==> src/rtl/apb_pkg.sv <==
// ============================================================================
// Module      : apb_pkg
// Description : Shared types for the APB register file: transfer FSM states,
//               error causes and a small index-width helper.
// Revision    : 1.0 - initial release
// ============================================================================
`default_nettype none

package apb_pkg;

    // Transfer sequencing: setup seen in IDLE, optional wait cycles, one
    // completing cycle.
    typedef enum logic [1:0] {
        IDLE = 2'd0,
        WAIT = 2'd1,
        DONE = 2'd2
    } apb_state_e;

    // Reason a transfer completes with pslverr.
    typedef enum logic [1:0] {
        OK       = 2'd0,
        BAD_ADDR = 2'd1,
        RO_WRITE = 2'd2
    } apb_err_e;

    // Width of a register index; at least one bit even for a single register.
    function automatic int unsigned idx_width(input int unsigned n);
        return (n > 1) ? $clog2(n) : 1;
    endfunction

endpackage

`default_nettype wire

==> src/rtl/apb_reg_bank.sv <==
// ============================================================================
// Module      : apb_reg_bank
// Description : Register storage for apb_regfile. Byte-lane masked writes,
//               combinational read mux and a flattened view of all registers.
// Revision    : 1.0 - initial release
// ============================================================================
`default_nettype none

module apb_reg_bank #(
    parameter int DATA_W   = 32,
    parameter int NUM_REGS = 8,
    parameter int IDX_W    = 3
) (
    input  logic                         clk,
    input  logic                         rst,
    input  logic                         i_we,
    input  logic [IDX_W-1:0]             i_idx,
    input  logic [DATA_W-1:0]            i_wdata,
    input  logic [DATA_W/8-1:0]          i_strb,
    output logic [DATA_W-1:0]            o_rdata,
    output logic [NUM_REGS*DATA_W-1:0]   o_regs
);

    localparam int LANES = DATA_W / 8;

    logic [NUM_REGS-1:0][DATA_W-1:0] r_regs;

    // Storage: update only the addressed register, only the enabled byte lanes
    always_ff @(posedge clk or posedge rst) begin
        if (rst) begin
            r_regs <= '0;
        end else if (i_we) begin
            for (int i = 0; i < NUM_REGS; i++) begin
                if (i_idx == IDX_W'(i)) begin
                    for (int b = 0; b < LANES; b++) begin
                        if (i_strb[b]) begin
                            r_regs[i][b*8 +: 8] <= i_wdata[b*8 +: 8];
                        end
                    end
                end
            end
        end
    end

    // Read mux; an index past the last register reads as zero
    always_comb begin
        o_rdata = '0;
        for (int i = 0; i < NUM_REGS; i++) begin
            if (i_idx == IDX_W'(i)) begin
                o_rdata = r_regs[i];
            end
        end
    end

    assign o_regs = r_regs;

endmodule

`default_nettype wire

==> src/rtl/apb_regfile.sv <==
// ============================================================================
// Module      : apb_regfile
// Description : APB slave register file with a fixed number of wait states,
//               per-register read-only mask and error response for bad
//               addresses / read-only writes. Storage lives in apb_reg_bank.
// Config      : define APB_REGFILE_PSTRB_EN to honour pstrb byte lanes;
//               otherwise every accepted write updates the whole register.
// Revision    : 1.0 - initial release
// ============================================================================
`default_nettype none

module apb_regfile #(
    parameter int                  DATA_W      = 32,
    parameter int                  ADDR_W      = 8,
    parameter int                  NUM_REGS    = 8,
    parameter int                  WAIT_STATES = 0,
    parameter logic [NUM_REGS-1:0] RO_MASK     = '0
) (
    input  logic                         pclk,
    input  logic                         preset,
    input  logic                         psel,
    input  logic                         penable,
    input  logic                         pwrite,
    input  logic [ADDR_W-1:0]            paddr,
    input  logic [DATA_W-1:0]            pwdata,
    input  logic [DATA_W/8-1:0]          pstrb,
    output logic                         pready,
    output logic                         pslverr,
    output logic [DATA_W-1:0]            prdata,
    output logic [NUM_REGS*DATA_W-1:0]   regs_q
);

    import apb_pkg::*;

    localparam int                LANES      = DATA_W / 8;
    localparam int                LSB        = $clog2(LANES);
    localparam int                IDX_W      = idx_width(NUM_REGS);
    localparam logic [ADDR_W-1:0] LOW_MASK   = ADDR_W'((1 << LSB) - 1);
    localparam logic [31:0]       NUM_REGS_U = 32'(NUM_REGS);
    localparam logic [3:0]        WAIT_LOAD  = 4'(WAIT_STATES);

    apb_state_e          r_state;
    apb_state_e          w_state_nxt;
    logic [3:0]          r_cnt;
    logic [3:0]          w_cnt_nxt;

    logic [ADDR_W-1:0]   w_word;
    logic                w_aligned;
    logic                w_in_range;
    logic                w_valid;
    logic [IDX_W-1:0]    w_idx;
    logic                w_ro;
    apb_err_e            w_err;
    logic                w_we;
    logic [LANES-1:0]    w_strb;
    logic [DATA_W-1:0]   w_rdata;

    // Address decode: word index plus alignment and range qualification
    assign w_word     = paddr >> LSB;
    assign w_aligned  = (paddr & LOW_MASK) == '0;
    assign w_in_range = 32'(w_word) < NUM_REGS_U;
    assign w_valid    = w_aligned && w_in_range;
    assign w_idx      = w_word[IDX_W-1:0];

    // Read-only lookup for the addressed register
    always_comb begin
        w_ro = 1'b0;
        for (int i = 0; i < NUM_REGS; i++) begin
            if (w_idx == IDX_W'(i)) begin
                w_ro = RO_MASK[i];
            end
        end
    end

    // Error classification of the transfer currently on the bus
    always_comb begin
        w_err = OK;
        if (!w_valid) begin
            w_err = BAD_ADDR;
        end else if (pwrite && w_ro) begin
            w_err = RO_WRITE;
        end
    end

`ifdef APB_REGFILE_PSTRB_EN
    assign w_strb = pstrb;
`else
    logic w_unused_pstrb;
    assign w_unused_pstrb = ^pstrb;
    assign w_strb         = {LANES{1'b1}};
`endif

    // Write lands at the edge ending the completing cycle, only when error-free
    assign w_we = (r_state == DONE) && pwrite && (w_err == OK);

    apb_reg_bank #(
        .DATA_W   (DATA_W),
        .NUM_REGS (NUM_REGS),
        .IDX_W    (IDX_W)
    ) u_reg_bank (
        .clk     (pclk),
        .rst     (preset),
        .i_we    (w_we),
        .i_idx   (w_idx),
        .i_wdata (pwdata),
        .i_strb  (w_strb),
        .o_rdata (w_rdata),
        .o_regs  (regs_q)
    );

    // FSM state and wait counter registers
    always_ff @(posedge pclk or posedge preset) begin
        if (preset) begin
            r_state <= IDLE;
            r_cnt   <= 4'd0;
        end else begin
            r_state <= w_state_nxt;
            r_cnt   <= w_cnt_nxt;
        end
    end

    // Next-state: count down access cycles, abort if the master drops psel
    always_comb begin
        w_state_nxt = r_state;
        w_cnt_nxt   = r_cnt;
        case (r_state)
            IDLE: begin
                if (psel && !penable) begin
                    w_cnt_nxt   = WAIT_LOAD;
                    w_state_nxt = (WAIT_STATES == 0) ? DONE : WAIT;
                end
            end
            WAIT: begin
                if (!psel) begin
                    w_cnt_nxt   = 4'd0;
                    w_state_nxt = IDLE;
                end else if (penable) begin
                    w_cnt_nxt = r_cnt - 4'd1;
                    if (r_cnt == 4'd1) begin
                        w_state_nxt = DONE;
                    end
                end
            end
            DONE: begin
                w_cnt_nxt   = 4'd0;
                w_state_nxt = IDLE;
            end
            default: begin
                w_cnt_nxt   = 4'd0;
                w_state_nxt = IDLE;
            end
        endcase
    end

    // Response is qualified by the registered DONE state so it is zero elsewhere
    assign pready  = (r_state == DONE);
    assign pslverr = (r_state == DONE) && (w_err != OK);
    assign prdata  = ((r_state == DONE) && !pwrite && w_valid) ? w_rdata : '0;

endmodule

`default_nettype wire

==> config.mk <==
export PLATFORM = sky130hd
export DESIGN_NAME = apb_regfile
export DESIGN_NICKNAME = d
export VERILOG_FILES = /design/src/rtl/apb_pkg.sv /design/src/rtl/apb_reg_bank.sv /design/src/rtl/apb_regfile.sv
export SDC_FILE = /design/constraint.sdc
export NUM_CORES = 1
export LEC_CHECK = 0
export ABC_AREA = 1
export CORE_ASPECT_RATIO = 1.5
export CORE_MARGIN = 1
export CORE_UTILIZATION = 45
export CTS_BUF_LIST = sky130_fd_sc_hd__clkbuf_8
export DETAILED_ROUTE_END_ITERATION = 16
export MAX_ROUTING_LAYER = met4
export PLACE_DENSITY = 0.76
export SETUP_SLACK_MARGIN = 0.05
export SYNTH_ARGS = -nofsm -noshare
export SYNTH_HDL_FRONTEND = slang
export SYNTH_SLANG_ARGS = --single-unit
==> constraint.sdc <==
create_clock -name pclk -period 21.9 [get_ports pclk]
set_input_delay 2.19 -clock pclk [delete_from_list [all_inputs] [get_ports pclk]]
set_output_delay 2.19 -clock pclk [all_outputs]
set_load 0.005 [all_outputs]
==> results.md, run 1 <==
- Final wirelength: ~42000 µm
- # hold bufs at CTS: 0
- Total gr overflow: 0
- Sw power: 237.0 µW
- Max_slew headroom: 0.2465
- PwrDens: ~60 nW/µm²
- Wire per inst: 20.39 µm
- DR iter-0 viols: 987
- Sequential-to-total area share from yosys stat: 0.5505
- Share of the synthesized area in the top cell type: 0.5505
- Register bit total from synthesis: 257
- Final std cells w/o fill: 2064
- CTS tree: done
- Maxcap violations: 0
- Share of cells above drive strength 1: 0.05648
- Arrival time of the worst setup path: about 5900 ps
- Worst Path Max Fanout: 78
- Cell Count Post-Placement: about 2000
- Flop pwr share: 0.506
- Gpl congestion: roughly 0.87
- Vias/cell: around 5.6
- Starting Density: 0.4614
- Final worst path period share: 0.3714
- Synthesized Nets: between 1000 and 1500
- Synth unique cells: 23
- Die Area: ~27000 µm²
- Core Box Area: around 25000 µm²
- Leading area contributor after synthesis: dfrtp_1
- Final setup viols: 0
- Final ANT Viol Nets: 0
- Clock sink count: 257
- Global Route Usage Sum: 0.3271
- Unrepaired setup endpoints after global routing: false
- Clock Latency Late Sink: 540 ps
- # DRC: 0
- Net Sw Frac: 0.2465
- Setup TNS: 0 ps
- Clock Skew: 13.30 ps
- CP Class: input pin to output port
- Hold Fails Final Rpt: 0
- Worst-path clk slew: 60 ps
- Largest net degree at the start of global routing: 115
- VDD IR max: between 0.05 and 0.06 mV
- Slew @ Worst Pin: about 1100 ps
- Setup crit end kind: output port
- First-pass GRT wire length: between 60000 and 70000 µm
- Min Tclk post-route: just over 8000 ps
- Mapped Area: between 10000 and 15000 µm²
- WP data required: ~20000 ps
- Die width: 133.6 µm
- Status: completed
- Setup bufs post-CTS: 0
- Setup crit start kind: input pin
- Internal power: about 720 µW
- Cell count after synthesis: 1415
- IO Pins: between 300 and 400
- CTS resizes: 0
- Rows: 71
- Initial antenna violation count: 0
- HP Class: register to register
- Syn_area_per_cell: between 8 and 9 µm²
- Critical path, cell by cell: clkdlybuf4s50_1 > buf_4 > clkinv_2 > buf_4 > nand3_1 > nor2_1 > nor2_1 > nand3_1 > nand2_1 > a21oi_1 > clkdlybuf4s50_1
- Top post-synthesis cells by area: dfrtp_1 (55%), nand2_1 (12%), o21ai_1 (6.0%), o21ai_0 (5.5%), nand4_1 (3.7%)
- Height of the die: 199.3 µm
- Layout area overhead: 36.33%
- Max H-tree Level: 2
- Vias in the first global route: around 11000
- Detailed Routing Iterations Pass 1: 6
- Power share of the clock group: 0.420
- Max Slew Vio Count: 0
- Hold slack: approximately 510 ps
- Delay of the slowest cell on the worst path: 890 ps
- Num CTS Buffers: 40
- YS warnings: 0
- Final nets: about 1800
- Clock buffer depth: 3
- Clk root buf: clkbuf_8
- Max Fclk: approximately 120 MHz
- CP max-delay cell: nand3_1
- Leakage: between 0.007 and 0.008 µW
- Combinational Power Share: 0.074
- Port Buffer Count: around 330
- DR vias: ~12000
- Placed wire-length estimate: around 27000 µm
## registers in the layout (all words and copies together) (netlist names)
| name | flops |
|---|---|
| r_state | 1 |
| u_reg_bank.o_regs | 256 |
## per-layer routing
| layer | up-vias | track usage | share of wire |
|---|---|---|---|
| met4 | 0 | 0.2197 | 0.065 |
| met1 | 5426 | 0.3737 | 0.37 |
| met2 | 651 | 0.5230 | 0.48 |
| met3 | 172 | 0.06367 | 0.086 |
| li1 | 5268 | - | - |
| met5 | - | - | 0 |
## critical path: cells and delay by family
family          cells  cell delay, ps
compound gates      1             170
buf+inv             5            2130
simple gates        5            1390
## cell usage after synthesis
cell type / number
a21oi_1: 45
buf_1: 7
buf_2: 40
buf_4: 6
buf_6: 1
clkbuf_1: 44
dfrtp_1: 257
inv_1: 101
inv_2: 6
nand2_1: 369
nand2_2: 6
nand3_1: 66
nand3_2: 1
nand4_1: 70
nand4_4: 2
nor2_1: 105
nor2_2: 1
nor2_8: 1
nor3_2: 2
nor3_4: 3
o211ai_1: 13
o21ai_0: 128
o21ai_1: 141
## layout by cell type, fill, tap and decap left out, drive strengths merged
master         Yosys  layout
o211ai            13      13
clkdlybuf4s50      0     332
nand3             67      67
o21ai            269     269
bufinv             0       1
clkinv             0       3
clkbuf            44      51
buf               54      21
a21oi             45      45
nand2            375     375
inv              107     117
dfrtp            257     257
nor3               5       5
nand4             72      72
diode              0       1
nor2             107     107
## kinds of logic (layout without fill, tap and decap cells)
group           Yosys count  after routing  synth area share
buf+inv                 205            525           0.07272
other cells               0              1                 0
compound gates          327            327            0.1429
simple gates            626            626            0.2339
flops                   257            257            0.5505
## final timing paths
kind / startpoint / endpoint / slack [ps] / cells after the start
max in group asynchronous: preset / u_reg_bank.o_regs[21] / 17270 / 4
max reg2reg: r_state[1] / u_reg_bank.o_regs[50] / 19640 / 4
min: u_reg_bank.o_regs[228] / u_reg_bank.o_regs[228] / 510 / 2
min reg2reg: u_reg_bank.o_regs[228] / u_reg_bank.o_regs[228] / 510 / 2
min in group asynchronous: preset / u_reg_bank.o_regs[225] / 2200 / 2
max: paddr[4] / prdata[3] / 13770 / 11
## metrics by stage
step,total power [µW],util,cell area (µm²),setup slack [ps]
5_1_grt,995.5,0.6290,15920,13490
4_1_cts,966.2,0.6290,15920,13820
3_3_place_gp,564.7,0.5980,15140,13780
6_report,961.4,0.6291,15930,13770
2_1_floorplan,529.0,-,11680,12640
3_5_place_dp,565.9,0.5980,15140,13810
## cell type report
class,instances,area (µm²)
Fill cell,2169,9392
Clock inverter,14,81.33
Inverter,107,410.4
Timing Repair Buffer,353,3476
Multi-Input combinational cell,953,4413
Clock buffer,51,701.9
Sequential cell,257,6431
Antenna cell,1,2.502
Tap cell,328,410.4
## power by group through the flow
| stage | combinational (µW) | clock, µW | sequential [µW] |
|---|---|---|---|
| 4_1_cts | 71.7 | 409 | 486 |
| 6_report | 71.5 | 404 | 486 |
| 2_1_floorplan | 34.8 | 0 | 494 |
| 5_1_grt | 78.0 | 431 | 486 |
| 3_3_place_gp | 70.5 | 0 | 494 |
| 3_5_place_dp | 71.5 | 0 | 494 |
(Power assumes the default switching activity.)
==> run 2, diff against run 1 <==
--- a/config.mk
+++ b/config.mk
@@ -12,7 +12,7 @@
 export CTS_BUF_LIST = sky130_fd_sc_hd__clkbuf_8
 export DETAILED_ROUTE_END_ITERATION = 16
 export MAX_ROUTING_LAYER = met4
-export PLACE_DENSITY = 0.76
+export PLACE_DENSITY = 0.79
 export SETUP_SLACK_MARGIN = 0.05
 export SYNTH_ARGS = -nofsm -noshare
 export SYNTH_HDL_FRONTEND = slang
==> constraint.sdc (replaced) <==
create_clock -name pclk -period 7.45 [get_ports pclk]
set_input_delay 0.745 -clock pclk [delete_from_list [all_inputs] [get_ports pclk]]
set_output_delay 0.745 -clock pclk [all_outputs]
set_load 0.005 [all_outputs]
==> results.md, run 2 (synthesis results as in run 1) <==
- Status: completed
- Worst Path Max Fanout: just under 50
- Rows: between 70 and 80
- Share of cells above drive strength 1: 0.05808
- Starting Density: 0.4614
- VDD IR max: roughly 0.13 mV
- Internal power: between 2000 and 2500 µW
- CTS resizes: 0
- Port Buffer Count: 334
- Total gr overflow: 0
- Crit path buffers/inverters: 6
- Hold slack: approximately 510 ps
- Worst-path clk slew: roughly 60 ps
- Cell family with most CP delay: buffers and inverters
- CTS tree: done
- # DRC: 0
- IO Pins: between 300 and 400
- Clock Latency Late Sink: approximately 560 ps
- Flop pwr share: 0.503
- Sw power: between 700 and 800 µW
- Clock sink count: about 260
- Min Tclk post-route: between 5000 and 6000 ps
- # fillers: between 2000 and 2500
- Slew @ Worst Pin: around 1200 ps
- Top Metal Used: met4
- Vias in the first global route: ~11000
- Layout area overhead: 36.66%
- Power share of the clock group: 0.423
- Fin util: 0.6306
- Inserted Diodes: 0
- Wire per inst: roughly 20 µm
- Detailed Routing Iterations Pass 1: 6
- Final nets: between 1500 and 2000
- Clock Skew: around 28 ps
- Die Area: ~27000 µm²
- HP Class: register to register
- Max reg flops: 256
- Setup crit start kind: input pin
- Commonest non-fill, non-tap cell in the layout: nand2_1
- Final setup viols: 0
- Clk root buf: clkbuf_8
- Met3 wire length: 2945 µm
- Worst setup margin: approximately 2200 ps
- Met1 wire length: approximately 16000 µm
- Max Fclk: between 150 and 200 MHz
- Largest net degree at the start of global routing: 177
- CP max-delay cell: nor3_4
- Global Route Usage Sum: 0.3200
- Hold Fails Final Rpt: 0
- Setup crit end kind: output port
- Met2 routed WL: approximately 20000 µm
- PwrDens: roughly 180 nW/µm²
- Num CTS Buffers: 40
- Multi-input logic area: between 4000 and 5000 µm²
- Net Sw Frac: 0.2479
- Die width: 133.6 µm
- Final ANT Viol Nets: 0
- Leakage: between 0.007 and 0.008 µW
- Placed wire-length estimate: about 26000 µm
- CP Class: input pin to output port
- Reg2Reg Setup Slack: ~5200 ps
- Final wirelength: ~41000 µm
- Core Box Area: about 25000 µm²
- First-pass GRT wire length: about 63000 µm
- Most frequent cells in the layout: nand2_1 (369), clkdlybuf4s50_1 (332), dfrtp_1 (257), o21ai_1 (141), o21ai_0 (128)
- DR iter-0 viols: between 900 and 1000
- Combinational Power Share: 0.074
- Clock buffer depth: 3
- WP data required: ~6700 ps
- Gpl congestion: 0.8617
- Maxcap violations: 0
- Final worst path period share: 0.7017
- Setup bufs post-CTS: 0
- Height of the die: around 200 µm
- Max H-tree Level: 2
- # hold bufs at CTS: 0
- Unrepaired setup endpoints after global routing: false
- DP Worst Slack: roughly 2200 ps
- Vias/cell: 5.573
- DR vias: 11520
- Delay of the slowest cell on the worst path: approximately 1100 ps
- Max_slew headroom: 0.2302
- Initial antenna violation count: 0
- Max Slew Vio Count: 0
- Register area: roughly 6400 µm²
- Arrival time of the worst setup path: 4480 ps
- Critical path, cell by cell: clkdlybuf4s50_1 > buf_4 > clkinv_2 > nor3_4 > buf_4 > nand2_1 > nand4_1 > nand2_1 > inv_1 > clkdlybuf4s50_1
- Setup TNS: 0 ps
-- run 2: path summary, 6_finish.rpt --
path                                             start                endpoint  cells after the start
worst max-delay path                          paddr[4]              prdata[19]                     10
worst max register to register              r_state[1]   u_reg_bank.o_regs[59]                      4
min in group asynchronous                       preset  u_reg_bank.o_regs[225]                      3
worst min register to register  u_reg_bank.o_regs[108]  u_reg_bank.o_regs[108]                      2
worst min-delay path            u_reg_bank.o_regs[108]  u_reg_bank.o_regs[108]                      2
max in group asynchronous                       preset  u_reg_bank.o_regs[172]                      4
-- run 2: per-stage QoR --
stage / std cells / total power [µW] / area, µm²
6_report: 2067 / 2841 / 15970
5_1_grt: 2067 / 2932 / 15970
4_1_cts: 2067 / 2858 / 15970
3_5_place_dp: 1998 / 1663 / 15160
3_3_place_gp: 1998 / 1659 / 15160
2_1_floorplan: 1415 / 1555 / 11690
-- run 2: worst reg2reg max path, cell delays in order (launching register included) --
cell     delay [ps]
dfrtp_1         390
nand2_1         140
nor2_8          270
nand4_4         840
o21ai_1         470
-- run 2: power groups by stage --
stage               logic (µW)  registers [µW]  clock network [µW]
global placement           206            1450                   0
detailed placement         209            1450                   0
global route               229            1430                1270
finish                     210            1430                1200
floorplan                  102            1450                   0
CTS                        210            1430                1220
-- run 2: cell type report --
| class | count | area share |
|---|---|---|
| Multi-Input combinational cell | 953 | 0.2768 |
| Timing Repair Buffer | 353 | 0.2185 |
| Sequential cell | 257 | 0.4028 |
| Tap cell | 328 | 0.02571 |
| Clock buffer | 51 | 0.04397 |
| Clock inverter | 18 | 0.006740 |
| Inverter | 107 | 0.02547 |
-- run 2: metal layers --
| metal | up-vias | GRT usage |
|---|---|---|
| li1 | 5290 | - |
| met1 | 5519 | 0.3698 |
| met2 | 568 | 0.5253 |
| met3 | 142 | 0.04845 |
| met4 | 0 | 0.1974 |
| met5 | - | - |
